--- src/rtl/imm_extend_pipe.sv ---
// Immediate extender feeding a STAGES-deep valid/ready register pipeline.
// Latency: an item accepted at edge N is visible on out_valid after edge N+STAGES-1.
// Backpressure: each stage stalls while valid and not ready; out_ready reopens in_ready combinationally.
//
// Ports:
//   clk, rst              single clock, asynchronous active-high reset
//   flush                 synchronous discard of all in-flight items (in_ready forced low)
//   in_valid/in_ready     input handshake; in_data + mode carry the raw immediate and extension mode
//   out_valid/out_ready   output handshake; out_data is the extended immediate from the last stage
//   occupancy             number of valid stages, registered alongside the valid bits
module imm_extend_pipe #(
    parameter int IN_W   = 16,
    parameter int OUT_W  = 32,
    parameter int STAGES = 2
) (
    input  logic             clk,
    input  logic             rst,
    input  logic             flush,
    input  logic             in_valid,
    output logic             in_ready,
    input  logic [IN_W-1:0]  in_data,
    input  logic [1:0]       mode,
    output logic             out_valid,
    input  logic             out_ready,
    output logic [OUT_W-1:0] out_data,
    output logic [2:0]       occupancy
);

    localparam int EXT_W = OUT_W - IN_W;

    // Extension: 0 sign, 1 zero, 2 upper-placed, 3 branch (sign-extended, x4).
    logic [OUT_W-1:0] sext;
    logic [OUT_W-1:0] ext_d;

    always_comb begin
        sext  = {{EXT_W{in_data[IN_W-1]}}, in_data};
        ext_d = sext;
        case (mode)
            2'd0:    ext_d = sext;
            2'd1:    ext_d = {{EXT_W{1'b0}}, in_data};
            2'd2:    ext_d = {in_data, {EXT_W{1'b0}}};
            default: ext_d = sext << 2;
        endcase
    end

    // Pipeline state.
    logic [STAGES-1:0] v_q;
    logic [STAGES-1:0] v_d;
    logic [OUT_W-1:0]  data_q [STAGES];
    logic [OUT_W-1:0]  data_d [STAGES];
    logic [2:0]        occ_q;
    logic [2:0]        occ_d;

    // Ready ripples backwards from the consumer: a stage can load if it is
    // empty or everything downstream of it can move.
    logic [STAGES-1:0] rdy;
    logic              rdy_acc;

    always_comb begin
        rdy     = '0;
        rdy_acc = out_ready;
        for (int i = STAGES - 1; i >= 0; i--) begin
            rdy_acc = rdy_acc | ~v_q[i];
            rdy[i]  = rdy_acc;
        end
    end

    logic in_fire;
    assign in_ready = rdy[0] & ~flush;
    assign in_fire  = in_valid & in_ready;

    // Upstream source of each stage: the extender for stage 0, otherwise the previous stage.
    logic [STAGES-1:0] up_v;
    logic [OUT_W-1:0]  up_d [STAGES];

    for (genvar g = 0; g < STAGES; g++) begin : g_up
        if (g == 0) begin : g_first
            assign up_v[g] = in_fire;
            assign up_d[g] = ext_d;
        end else begin : g_next
            assign up_v[g] = v_q[g-1];
            assign up_d[g] = data_q[g-1];
        end
    end

    function automatic logic [2:0] popcnt(input logic [STAGES-1:0] v);
        logic [2:0] n;
        n = '0;
        for (int i = 0; i < STAGES; i++) begin
            n = n + {2'b00, v[i]};
        end
        return n;
    endfunction

    // Data only moves when a valid item moves in, so a drained pipe keeps
    // its last word; flush clears valids and leaves data stale.
    always_comb begin
        v_d = v_q;
        for (int i = 0; i < STAGES; i++) begin
            data_d[i] = data_q[i];
        end
        if (flush) begin
            v_d = '0;
        end else begin
            for (int i = 0; i < STAGES; i++) begin
                if (rdy[i]) begin
                    v_d[i] = up_v[i];
                    if (up_v[i]) begin
                        data_d[i] = up_d[i];
                    end
                end
            end
        end
        occ_d = popcnt(v_d);
    end

    always_ff @(posedge clk or posedge rst) begin
        if (rst) begin
            v_q   <= '0;
            occ_q <= '0;
            for (int i = 0; i < STAGES; i++) begin
                data_q[i] <= '0;
            end
        end else begin
            v_q   <= v_d;
            occ_q <= occ_d;
            for (int i = 0; i < STAGES; i++) begin
                data_q[i] <= data_d[i];
            end
        end
    end

    assign out_valid = v_q[STAGES-1];
    assign out_data  = data_q[STAGES-1];
    assign occupancy = occ_q;

endmodule

--- config.mk ---
export PLATFORM = sky130hd
export DESIGN_NAME = imm_extend_pipe
export DESIGN_NICKNAME = d
export VERILOG_FILES = /design/src/rtl/imm_extend_pipe.sv
export SDC_FILE = /design/constraint.sdc
export NUM_CORES = 1
export LEC_CHECK = 0
export ABC_AREA = 1
export CAP_MARGIN = 5
export CELL_PAD_IN_SITES_DETAIL_PLACEMENT = 1
export CELL_PAD_IN_SITES_GLOBAL_PLACEMENT = 1
export CORE_MARGIN = 2
export CORE_UTILIZATION = 25
export DETAILED_ROUTE_END_ITERATION = 16
export GPL_TIMING_DRIVEN = 0
export PLACE_DENSITY_LB_ADDON = 0.1
export SYNTH_ARGS = -nofsm -noshare
export SYNTH_HDL_FRONTEND = slang
export SYNTH_SLANG_ARGS = --single-unit
--- constraint.sdc ---
create_clock -name clk -period 2.6 [get_ports clk]
set_input_delay 0.52 -clock clk [delete_from_list [all_inputs] [get_ports clk]]
set_output_delay 0.52 -clock clk [all_outputs]
set_load 0.01 [all_outputs]
==> out/metrics.yaml, run 1 <==
drt:
  drcViolationCount: 0
  drtIter0Drc: 123
  dr.pass1.iters: 4
  routed_wl_um: 8630
  avgRoutedWirePerCell_um: 13.2
  ant_nets: 0
  via_count: 2717
  viasPerCell: 4.14
critical_path:
  setup.worst_path.class: "in2out"
  required_ps: 2080
  critPathLaunchType: "input port"
  r2r_cells: 4
  cp.arrival_ps: 1750
  endpoint_kind: "primary output"
  worstPathMaxFanout: 3
layout:
  nets: 500
  drive_gt1_frac: 0.165
  fillCellCount: 1576
  area_growth_pct: 33.2
  final_area_um2: 4420
  diodes: 0
placed_design:
  post-place-ws_ps: 311
  hpwl_um: 6320
  gp_congestion: 0.818
  dpl-instance-area_um2: 4130
  port_buffers: 56
clock_tree:
  cts_max_path_buffers: 2
  cts_resized: 0
  cts_sinks: 68
  path_clk_slew_ps: 50
  worstSkewPairLatency_ps: 340
  hold_buffers: 0
  h-tree-depth: 3
  clock-root-buffer: "clkbuf_16"
  numCtsBuffers: 9
  cts_setup_buffers: 0
  cts_tree: "done"
sta:
  max_freq_mhz: 440
  whs_ps: 474
  slew_viol_final: 0
  fin_crit_ps: 2270
  grt_setup_unrepaired: "no"
  finalSetupViolations: 0
  setup_ws_ps: 330
  fin_skew_ps: 3.98
  post-route-period-util: 0.873
  finalHoldViolations: 0
floorplan:
  num_io_pins: 60
  rows: 42
  initial_utilization: 0.253
  dieArea_um2: 14200
  coreArea_um2: 13100
  die_width_um: 119
  die_h_um: 119
hold_path:
  hold_class: "reg2reg"
  hold_depth: 2
global_routing:
  grt_pass1_wl_um: 14800
  grt_start_max_net_pins: 69
  antenna_found_initial: 0
  grt_pass1_vias: 2960
  grt.overflow.total: 0
  grt_util_all_layers: 0.136
outcome:
  status: "completed"
run:
  maxCapViolations: 0
yosys:
  ys_ff_latch: 68
  ys_warn_count: 0
  synth_cell_types: 20
  netlist_area_um2: 3320
  ys_seq_area_frac: 0.513
  syn-instance-count: 408
  synth_nets: 432
  syn_area_per_cell_um2: 8.13
power_and_ir_drop:
  total_power_mw: 3.25
  p_per_area_nw_per_um2: 736
  vdd_drop_max_v: 0.000221
  p_leak_nw: 2.23
-- per-stage QoR --
step,instances,util,TNS [ps]
2_1_floorplan,408,-,0
3_3_place_gp,640,0.313,-67280
3_5_place_dp,641,0.315,0
4_1_cts,656,0.338,0
5_1_grt,656,0.338,0
6_report,656,0.338,0
-- cell usage in the layout (no fill, tap or decap) --
cell type and instances:
nand3_4 1, buf_2 11, clkbuf_2 1, buf_16 1, nand2_1 154, nand3_2 4
nor2_2 1, buf_4 38, clkbuf_1 3, o21ai_1 2, inv_1 35, ha_1 1
a21oi_1 1, clkbuf_16 9, dfrtp_1 68, clkdlybuf4s50_1 56, clkinv_2 1, clkbuf_8 4
inv_4 2, nand3_1 45, inv_2 2, conb_1 1, buf_6 3, o21ai_0 35
nand2_2 1
-- cells by family (layout without fill, tap and decap cells) --
group                      count (synthesis)  count (layout)  synth area share
other                                      1               1           0.00113
buffers and inverters                     94             166             0.161
and+or+nand+nor                          206             206             0.263
adders and majority gates                  1               1           0.00377
AOI/OAI and AO/OA                         38              38            0.0573
DFF                                       68              68             0.513
-- path summary, 6_finish.rpt --
path | slack, ps | start | endpoint
worst max-delay path | 330 | out_ready | in_ready
min in group asynchronous | 600 | rst | out_data[1]
worst min register to register | 470 | data_q[40] | data_q[40]
worst min-delay path | 470 | data_q[40] | data_q[40]
max in group asynchronous | 1690 | rst | data_q[39]
worst max register to register | 1210 | v_q[1] | out_data[13]
-- cell type report --
type                    count  area (um^2)  share of cell area
plain buffers              55          387              0.0875
clock buffers              14          284              0.0643
clock inverters             1         5.00             0.00113
inverters                  39          151              0.0343
multi-input cells         246         1080               0.244
flip-flops and latches     68         1700               0.385
well taps                 176          220              0.0499
repair buffers             57          588               0.133
-- per-layer routing --
| metal | GRT usage | part of all wire | up-vias |
|---|---|---|---|
| li1 | - | - | 1366 |
| met1 | 0.176 | 0.49 | 1294 |
| met2 | 0.213 | 0.45 | 44 |
| met3 | 0.0383 | 0.038 | 13 |
| met4 | 0.0603 | 0.024 | 0 |
| met5 | 0 | 0 | - |
-- cell usage after synthesis --
library cell  number  area share
clkbuf_1           2      0.0023
o21ai_1            2      0.0030
nand3_1           45       0.068
nand3_4            1      0.0053
a21oi_1            1      0.0015
inv_4              1      0.0019
nor2_2             1      0.0019
o21ai_0           35       0.053
nand2_2            1      0.0019
buf_6              3       0.010
buf_2             11       0.017
nand2_1          154        0.17
ha_1               1      0.0038
buf_4             38       0.086
inv_1             36       0.041
nand3_2            4       0.012
conb_1             1      0.0011
inv_2              2      0.0023
clkbuf_2           1      0.0015
dfrtp_1           68        0.51
-- state kept, by name (all words and copies together), names as in the netlist --
register and flops:
data_q 32, occupancy 2, out_data 32, v_q 2
-- power by group --
| group | switching (mW) | internal [mW] | total (mW) |
|---|---|---|---|
| logic | 0.320 | 0.425 | 0.745 |
| registers | 0.0877 | 1.23 | 1.31 |
| clock network | 0.447 | 0.743 | 1.19 |
| total | 0.855 | 2.39 | 3.25 |
-- critical path: stages --
cell	delay, ps
clkdlybuf4s50_1	450
inv_1	50
nand3_2	90
nand2_2	60
inv_1	50
clkdlybuf4s50_1	530
Power figures use the tool's default switching activity.
==> inputs of run 2 (changes only) <==
--- a/config.mk
+++ b/config.mk
@@ -9,10 +9,9 @@
 export CAP_MARGIN = 5
 export CELL_PAD_IN_SITES_DETAIL_PLACEMENT = 1
 export CELL_PAD_IN_SITES_GLOBAL_PLACEMENT = 1
-export CORE_MARGIN = 2
 export CORE_UTILIZATION = 25
 export DETAILED_ROUTE_END_ITERATION = 16
-export GPL_TIMING_DRIVEN = 0
+export GPL_TIMING_DRIVEN = 1
 export PLACE_DENSITY_LB_ADDON = 0.1
 export SYNTH_ARGS = -nofsm -noshare
 export SYNTH_HDL_FRONTEND = slang
==> out/metrics.yaml, run 2 (synthesis gave the netlist of run 1 again) <==
global_routing:
  grt_pass1_vias: 2642
  grt_util_all_layers: 0.132
  grt_pass1_wl_um: 13400
  grt.overflow.total: 0
  antenna_found_initial: 0
  grt_start_max_net_pins: 69
critical_path:
  crit_slowest_cell: "clkdlybuf4s50_1"
  crit_path_start: "out_ready"
  crit_family: "buffers and inverters"
  critPathLaunchType: "input port"
  worstPathCellList: "clkdlybuf4s50_1 -> inv_1 -> nand3_2 -> nand2_2 -> inv_1 -> clkdlybuf4s50_1"
  required_ps: 2080
  reg2reg_from: "v_q[0]"
  cp.arrival_ps: 1770
  critical-path-max-stage-delay_ps: 530
  endpoint_kind: "primary output"
  setup.worst_path.class: "in2out"
  path_buf_inv: 4
  worstPathMaxFanout: 3
floorplan:
  dieArea_um2: 13700
  initial_utilization: 0.260
  rows: 41
  coreArea_um2: 12800
  die_h_um: 117
  num_io_pins: 60
  die_width_um: 117
placed_design:
  port_buffers: 58
  gp_congestion: 0.746
  post-place-ws_ps: 307
  dp.cells: 588
  hpwl_um: 5290
layout:
  fin_cells: 604
  area_growth_pct: 23.3
  fillCellCount: 1500
  nets: 451
  drive_gt1_frac: 0.0694
  layout_common_cells: "nand2_1 (154), dfrtp_1 (68), clkdlybuf4s50_1 (58)"
  diodes: 0
  final_common_cell: "nand2_1"
power_and_ir_drop:
  switching_power_mw: 0.807
  seqPwrFrac: 0.422
  p_int_mw: 2.31
  p_per_area_nw_per_um2: 761
  vdd_drop_max_v: 0.000249
  p_leak_nw: 2.01
  power_frac_clock: 0.388
  swShare: 0.259
  power_frac_comb: 0.190
hold_path:
  hp-start: "data_q[39]"
  hold_class: "reg2reg"
sta:
  whs_ps: 474
  fin_skew_ps: 3.65
  setup_ws_ps: 306
  post-route-period-util: 0.882
  finalSetupViolations: 0
  max_slew.worst_pin.slew_ps: 699
  max_freq_mhz: 436
  slew_viol_final: 0
  grt_setup_unrepaired: "no"
  setup_tns_ps: 0
  fin_crit_ps: 2290
  relSlewSlack: 0.534
  finalHoldViolations: 0
clock_tree:
  cts_resized: 0
  worstSkewPairLatency_ps: 340
  cts_setup_buffers: 0
  numCtsBuffers: 9
  h-tree-depth: 3
  cts_sinks: 68
  cts_max_path_buffers: 2
  hold_buffers: 0
  path_clk_slew_ps: 50
  cts_tree: "done"
  clock-root-buffer: "clkbuf_16"
run:
  maxCapViolations: 0
drt:
  drtIter0Drc: 101
  routed_wl_um: 7940
  via_count: 2528
  viasPerCell: 4.19
  dr.pass1.iters: 4
  drcViolationCount: 0
  ant_nets: 0
  avgRoutedWirePerCell_um: 13.1
outcome:
  status: "completed"
==> run 2: cell types whose count changed in the layout (fill, tap and decap cells not counted), sizes merged <==
cell and delta:
clkbuf -1, buf -48, clkinv -1, clkdlybuf4s50 +2
==> run 2: final timing paths <==
kind	end	slack [ps]	cells after the start
worst max-delay path	in_ready	310	6
worst min-delay path	data_q[39]	470	2
worst max register to register	data_q[32]	1050	3
worst min register to register	data_q[39]	470	2
max in group asynchronous	out_data[8]	1690	3
min in group asynchronous	out_data[1]	580	3
==> run 2: power groups by stage <==
stage               sequential (mW)  combinational [mW]  clock (mW)
floorplan                      1.31               0.439           0
global placement               1.33               0.597           0
detailed placement             1.33               0.604           0
CTS                            1.32               0.608        1.25
global route                   1.34               0.678        1.29
finish                         1.31               0.590        1.21
==> run 2: worst register-to-register path: cells and delay by family (launching register included) <==
family	cells	cell delay [ps]
and+or+nand+nor	2	660
AOI/OAI and AO/OA	1	390
DFF	1	400
==> run 2: layout make-up <==
cell class | count | area, um^2 | area share
Sequential cell | 68 | 1700 | 0.416
Multi-Input combinational cell | 246 | 1080 | 0.264
Timing Repair Buffer | 63 | 643 | 0.157
Clock buffer | 16 | 302 | 0.0737
Tap cell | 172 | 215 | 0.0526
Inverter | 39 | 149 | 0.0364
==> run 2: per-layer routing <==
metal	GRT usage	routed length, um	vias up
met2	0.196	3410	53
met4	0.0684	178	0
met3	0.0376	409	11
met1	0.175	3940	1190
li1	-	-	1274
met5	0	0	-
==> run 2: stage by stage <==
stage	power (mW)	area (um^2)	util
after global routing	3.31	4090	0.320
final	3.11	4090	0.320
after CTS	3.18	4090	0.320
after global placement	1.93	3790	0.297
after detailed placement	1.94	3790	0.297
after floorplan	1.75	3320	-
